[src/rtl/dmem_port_arbiter_pkg.sv]
// Shared types and defaults for the data-memory port arbiter.
package dmem_port_arbiter_pkg;

  localparam int DEF_WIDTH  = 32;
  localparam int DEF_MASK_W = DEF_WIDTH / 8;

  typedef enum logic {
    IDLE,
    BUSY
  } state_t;

  typedef enum logic [1:0] {
    OWN_NONE,
    OWN_IFU,
    OWN_LSU
  } owner_t;

endpackage

[src/rtl/dmem_port_arbiter_rr_arb2.sv]
// Two-input round-robin picker; priority flips to the loser on each accepted grant.
module rr_arb2 (
  input  logic clk,
  input  logic rst,
  input  logic req_lsu,
  input  logic req_ifu,
  input  logic grant_accept,
  output logic pick_lsu,
  output logic pick_ifu
);

  logic prio_lsu_q;

  // Priority register: LSU favoured out of reset, then favour whoever did not win.
  always_ff @(posedge clk or posedge rst) begin
    if (rst) begin
      prio_lsu_q <= 1'b1;
    end else if (grant_accept) begin
      prio_lsu_q <= pick_ifu;
    end
  end

  // Winner selection: a lone requester wins, a tie goes to the favoured side.
  always_comb begin
    pick_lsu = req_lsu && (!req_ifu || prio_lsu_q);
    pick_ifu = req_ifu && (!req_lsu || !prio_lsu_q);
  end

endmodule

[src/rtl/dmem_port_arbiter.sv]
// Shares one data-memory port between IFU reads and LSU loads/stores,
// one transaction at a time, with a watchdog abort on hung responses.
module dmem_port_arbiter
  import dmem_port_arbiter_pkg::*;
#(
  parameter int WIDTH   = DEF_WIDTH,
  parameter int MASK_W  = WIDTH / 8,
  parameter int TIMEOUT = 255
) (
  input  logic              clk,
  input  logic              rst,
  input  logic              ifu_req,
  input  logic [WIDTH-1:0]  ifu_addr,
  output logic              ifu_gnt,
  output logic              ifu_rvalid,
  output logic [WIDTH-1:0]  ifu_rdata,
  input  logic              lsu_req,
  input  logic              lsu_we,
  input  logic [WIDTH-1:0]  lsu_addr,
  input  logic [WIDTH-1:0]  lsu_wdata,
  input  logic [MASK_W-1:0] lsu_mask,
  output logic              lsu_gnt,
  output logic              lsu_rvalid,
  output logic [WIDTH-1:0]  lsu_rdata,
  output logic              mem_req,
  output logic              mem_we,
  output logic [WIDTH-1:0]  mem_addr,
  output logic [WIDTH-1:0]  mem_wdata,
  output logic [MASK_W-1:0] mem_mask,
  input  logic              mem_ready,
  input  logic              mem_rvalid,
  input  logic [WIDTH-1:0]  mem_rdata,
  output logic              timeout
);

  localparam int             WD_W    = $clog2(TIMEOUT + 1);
  localparam logic [WD_W-1:0] WD_LAST = WD_W'(TIMEOUT - 1);

  state_t          state_q, state_d;
  owner_t          owner_q, owner_d;
  logic [WD_W-1:0] wd_q;
  logic            out_en_q;
  logic            pick_lsu, pick_ifu;
  logic            accept;
  logic [WIDTH-1:0] resp_data;

  rr_arb2 u_rr (
    .clk          (clk),
    .rst          (rst),
    .req_lsu      (lsu_req),
    .req_ifu      (ifu_req),
    .grant_accept (accept),
    .pick_lsu     (pick_lsu),
    .pick_ifu     (pick_ifu)
  );

  // State, owner and the post-reset output enable (keeps outputs quiet for one cycle after reset).
  always_ff @(posedge clk or posedge rst) begin
    if (rst) begin
      state_q  <= IDLE;
      owner_q  <= OWN_NONE;
      out_en_q <= 1'b0;
    end else begin
      state_q  <= state_d;
      owner_q  <= owner_d;
      out_en_q <= 1'b1;
    end
  end

  // Watchdog counter: cleared on grant, counts every BUSY cycle.
  always_ff @(posedge clk or posedge rst) begin
    if (rst) begin
      wd_q <= '0;
    end else if (accept) begin
      wd_q <= '0;
    end else if (state_q == BUSY) begin
      wd_q <= wd_q + WD_W'(1);
    end
  end

  // Next-state and all outputs: request/grant in IDLE, response or abort in BUSY.
  always_comb begin
    state_d    = state_q;
    owner_d    = owner_q;
    accept     = 1'b0;
    resp_data  = '0;
    ifu_gnt    = 1'b0;
    ifu_rvalid = 1'b0;
    ifu_rdata  = '0;
    lsu_gnt    = 1'b0;
    lsu_rvalid = 1'b0;
    lsu_rdata  = '0;
    mem_req    = 1'b0;
    mem_we     = 1'b0;
    mem_addr   = '0;
    mem_wdata  = '0;
    mem_mask   = '0;
    timeout    = 1'b0;
    case (state_q)
      IDLE: begin
        if (out_en_q && (pick_lsu || pick_ifu)) begin
          mem_req = 1'b1;
          if (pick_lsu) begin
            mem_we    = lsu_we;
            mem_addr  = lsu_addr;
            mem_wdata = lsu_wdata;
            mem_mask  = lsu_mask;
          end else begin
            mem_addr  = ifu_addr;
          end
          if (mem_ready) begin
            accept  = 1'b1;
            ifu_gnt = pick_ifu;
            lsu_gnt = pick_lsu;
            owner_d = pick_lsu ? OWN_LSU : OWN_IFU;
            state_d = BUSY;
          end
        end
      end
      BUSY: begin
        // A real response in the expiry cycle takes precedence over the abort.
        if (mem_rvalid || (wd_q == WD_LAST)) begin
          resp_data = mem_rvalid ? mem_rdata : '0;
          timeout   = !mem_rvalid;
          if (owner_q == OWN_IFU) begin
            ifu_rvalid = 1'b1;
            ifu_rdata  = resp_data;
          end else if (owner_q == OWN_LSU) begin
            lsu_rvalid = 1'b1;
            lsu_rdata  = resp_data;
          end
          state_d = IDLE;
          owner_d = OWN_NONE;
        end
      end
      default: begin
        state_d = IDLE;
        owner_d = OWN_NONE;
      end
    endcase
  end

endmodule

[config.mk]
export PLATFORM = sky130hd
export DESIGN_NAME = dmem_port_arbiter
export DESIGN_NICKNAME = d
export VERILOG_FILES = /design/src/rtl/dmem_port_arbiter_pkg.sv /design/src/rtl/dmem_port_arbiter_rr_arb2.sv /design/src/rtl/dmem_port_arbiter.sv
export SDC_FILE = /design/constraint.sdc
export NUM_CORES = 1
export LEC_CHECK = 0
export ABC_AREA = 1
export BUFFER_PORTS_ARGS = -buffer_cell sky130_fd_sc_hd__buf_2
export CORE_AREA = 2 2 108 110
export DETAILED_ROUTE_END_ITERATION = 8
export DIE_AREA = 0 0 110 112
export PLACE_DENSITY = 0.6
export SYNTH_ARGS = -nofsm -noshare
export SYNTH_HDL_FRONTEND = slang
export SYNTH_SLANG_ARGS = --single-unit
export TNS_END_PERCENT = 10
[constraint.sdc]
create_clock -name clk -period 2.8 [get_ports clk]
set_input_delay 0.42 -clock clk [delete_from_list [all_inputs] [get_ports clk]]
set_output_delay 0.42 -clock clk [all_outputs]
set_load 0.05 [all_outputs]
==> impl_summary.md <==
Status
The run finished with clean final reports.

Timing
The number of hold-slack violations in the final timing report is 0. In the final timing run, aggregate negative setup slack is 0 ns. The total count of max-transition violations in the final report was 0. Setup repair after global routing left no endpoint under its margin. The maximum clock frequency is 0.430 GHz. The worst-case headroom to the max-slew limit is 0.616.

The measured slew at the worst slew-check pin is 0.575 ns. Setup violations remaining at the end of the flow were counted as 0. Subtracting the final worst setup slack from the clock period gives 2.32 ns. Of the available clock period, the critical path in the final layout requires 0.830. Across the routed clock network, the largest skew measured is 0.00358 ns.

Critical path
The maximum fanout along the worst path is 33. The slowest stage of the critical path belongs to the cell sky130_fd_sc_hd__dfrtp_1. Setup slack on the worst reg-to-reg path comes out at 1.52 ns. The startpoint type of the worst setup path is a flip-flop.

The family with the most delay on the worst path is buffers and inverters. The number of cells on the worst reg-to-reg path is 9. Data on the critical path arrives at its endpoint at 1.90 ns. The critical path goes through inv_2 -> nand3_2 -> inv_2 -> o21ai_0 -> nor2_1 -> buf_2. The cell that appears most often on the critical path is sky130_fd_sc_hd__inv_2. The number of buffers and inverters on the critical path is 3.

STA puts the critical path data required time at 2.38 ns. The longest individual stage delay on the worst path is 0.43 ns. The worst register-to-register path ends at owner_q[0]. The reg-to-reg startpoint is wd_q[0]. The worst setup path is captured at an output pin. By startpoint and endpoint, the worst setup path is classified as flip-flop to output pin.

Synthesis
Yosys printed 0 warnings. The mean area per synthesized cell is 4.93 µm². Summing every instance area after synthesis gives 1900 µm². The netlist uses 24 different library cells.

The share of the Yosys chip area taken by registers is 0.172. Synthesis produced a netlist with a net count of 526. The synthesized instance count is 385. The post-synthesis sequential element count is 13.

Drt
The post-detailed-route via-to-cell ratio is 4.11. The violation count after the first detailed-route iteration is 143. After detailed routing, the number of remaining DRC violations is 0.

The first TritonRoute pass finished after 4 iterations. The routed layout has 3244 vias. Wires add up to 8.76 mm. After detailed routing, the average wire length per cell comes to 11.1 µm. The post-detailed-route count of antenna-violating nets is 0.

Floorplanning
The number of cell rows is 39. Measured along the y axis, the die boundary spans 112 µm. Pin placement for this block handled 278 I/O pins. The die covers 12300 µm².

For this configuration, the core starts out at a cell density of 0.170. The core region is 11200 µm². The die boundary width is 110 µm.

CTS
TritonCTS built the clock tree. CTS placed an instance of sky130_fd_sc_hd__clkbuf_16 at the clock tree root. Post-CTS repair changed the size of 0 cells. The maximum level of the CTS H-tree is 1. Buffers inserted to repair hold after CTS numbered 0.

Clock-pin slew was measured on the worst setup and hold paths at 0.04 ns. The clock sink count is 13. TritonCTS created 3 clock buffers. The buffers inserted during post-CTS setup optimization is 0. The clock passes through at most 2 buffers. The clock insertion delay at the later pin of the skew report is 0.24 ns.

Power
The power per unit of standard cell area is 356 nW/µm². Summed over all cells, the static leakage comes to 2.17 nW. IR analysis of the VDD net gives a maximum drop of 0.000188 V.

Layout
The net total in the final layout is 786. The synthesis-to-layout area growth is 81.9%. The share of post-route cells with drive strength above 1 is 0.460.

The number of standard cells in the final layout excluding fillers is 789.

Global routing
The first global-routing pass estimated 12.7 mm of wire. The number of antenna violations at the first check in global routing was 2. The via count of the first global-routing pass came to 2721.

Summed over all layers, the global routing overflow is 0. Entering global routing, the biggest net connects 54 pins. The overall routing resource usage is 0.126.

Placed design
The count of buffers from port buffering is 277. The global placement routability congestion is 0.750. The HPWL after detailed placement is 7.06 mm. Counting tap cells, the placed design contains a total of 783 instances.

Min path
The min-delay analysis places its worst path in the category primary input to asynchronous set/reset pin.

Flow run
The total of max-cap violations is 0.
-- worst max path at each step --
| stage | start | end | slack [ns] | cells after the start |
|---|---|---|---|---|
| floorplan | mem_rvalid | timeout | 0.51 | 3 |
| global placement | ifu_req | mem_addr[21] | 0.69 | 8 |
| detailed placement | ifu_req | mem_addr[19] | 0.68 | 8 |
| CTS | u_rr.prio_lsu_q | mem_we | 0.46 | 6 |
| global route | state_q | mem_addr[3] | 0.29 | 6 |
| finish | state_q | mem_addr[3] | 0.48 | 6 |
-- layer usage --
layer  wire length, µm  part of all wire  up-vias  global-route usage
li1                  -                 -     1691                   -
met1              3390              0.39     1379               0.145
met5                 0                 0        -                   0
met3               986              0.11        2              0.0299
met2              4360              0.50      172               0.239
met4                17            0.0019        0              0.0101
-- kinds of logic after synthesis --
family | Yosys count | synth area share
and+or+nand+nor | 282 | 0.583
buffers and inverters | 45 | 0.113
AOI/OAI and AO/OA | 42 | 0.117
DFF | 13 | 0.172
adders and majority gates | 2 | 0.0132
other | 1 | 0.00198
-- state kept, by name, summed over array words and instances (netlist names) --
signal / count
wd_q: 8
owner_q: 2
u_rr.prio_lsu_q: 1
out_en_q: 1
state_q: 1
-- metrics by stage --
step	area [µm²]	worst slack (ns)	utilization	power [mW]	hold WS [ns]
after global placement	3370	0.693	0.301	0.969	0.471
after floorplan	1900	0.514	-	0.762	0.296
after CTS	3440	0.459	0.308	1.24	0.221
final	3450	0.476	0.309	1.23	0.206
after global routing	3450	0.291	0.308	1.32	0.243
after detailed placement	3370	0.677	0.301	0.970	0.476
-- report_power, final --
part           total (mW)  internal, mW  switching (mW)  leakage, nW
Sequential          0.252         0.221          0.0315        0.170
Clock               0.264         0.191          0.0726       0.0382
Combinational       0.712         0.197           0.514         1.96
-- cell usage in the layout, fill, tap and decap left out, types with 3 or more instances in the layout --
cell	netlist	routed
sky130_fd_sc_hd__a21oi_1	4	4
sky130_fd_sc_hd__buf_4	4	4
sky130_fd_sc_hd__o21ai_1	9	9
sky130_fd_sc_hd__inv_2	5	5
sky130_fd_sc_hd__buf_2	6	277
sky130_fd_sc_hd__nor2_1	174	174
sky130_fd_sc_hd__nand3_1	7	7
sky130_fd_sc_hd__inv_1	13	13
sky130_fd_sc_hd__clkbuf_16	0	3
sky130_fd_sc_hd__dfrtp_1	12	12
sky130_fd_sc_hd__o21ai_0	28	28
sky130_fd_sc_hd__nand2_1	94	94
-- Yosys cell counts --
cell type | instances | area share
sky130_fd_sc_hd__nor2_1 | 174 | 0.34
sky130_fd_sc_hd__nand2_1 | 94 | 0.19
sky130_fd_sc_hd__o21ai_0 | 28 | 0.074
sky130_fd_sc_hd__inv_1 | 13 | 0.026
sky130_fd_sc_hd__clkbuf_1 | 12 | 0.024
sky130_fd_sc_hd__dfrtp_1 | 12 | 0.16
sky130_fd_sc_hd__o21ai_1 | 9 | 0.024
sky130_fd_sc_hd__nand3_1 | 7 | 0.018
sky130_fd_sc_hd__buf_2 | 6 | 0.016
sky130_fd_sc_hd__inv_2 | 5 | 0.0099
sky130_fd_sc_hd__a21oi_1 | 4 | 0.011
sky130_fd_sc_hd__buf_4 | 4 | 0.016
sky130_fd_sc_hd__buf_6 | 3 | 0.018
sky130_fd_sc_hd__buf_1 | 2 | 0.0040
sky130_fd_sc_hd__ha_1 | 2 | 0.013
sky130_fd_sc_hd__nor3_1 | 2 | 0.0053
sky130_fd_sc_hd__conb_1 | 1 | 0.0020
sky130_fd_sc_hd__dfstp_2 | 1 | 0.014
sky130_fd_sc_hd__nand2_2 | 1 | 0.0033
sky130_fd_sc_hd__nand3_2 | 1 | 0.0053
sky130_fd_sc_hd__nand4_1 | 1 | 0.0033
sky130_fd_sc_hd__nand4_4 | 1 | 0.011
sky130_fd_sc_hd__nor2_4 | 1 | 0.0059
sky130_fd_sc_hd__o21ai_4 | 1 | 0.0086
-- layout make-up --
class,count,area [µm²]
fill,1291,7720
multi-input combinational,327,1360
sequential,13,327
inverter,18,67.6
timing repair buffer,282,1440
clock buffer,4,78.8
tap,143,179
antenna,2,5.00
Note: power is estimated with default switching activity, not from simulation.
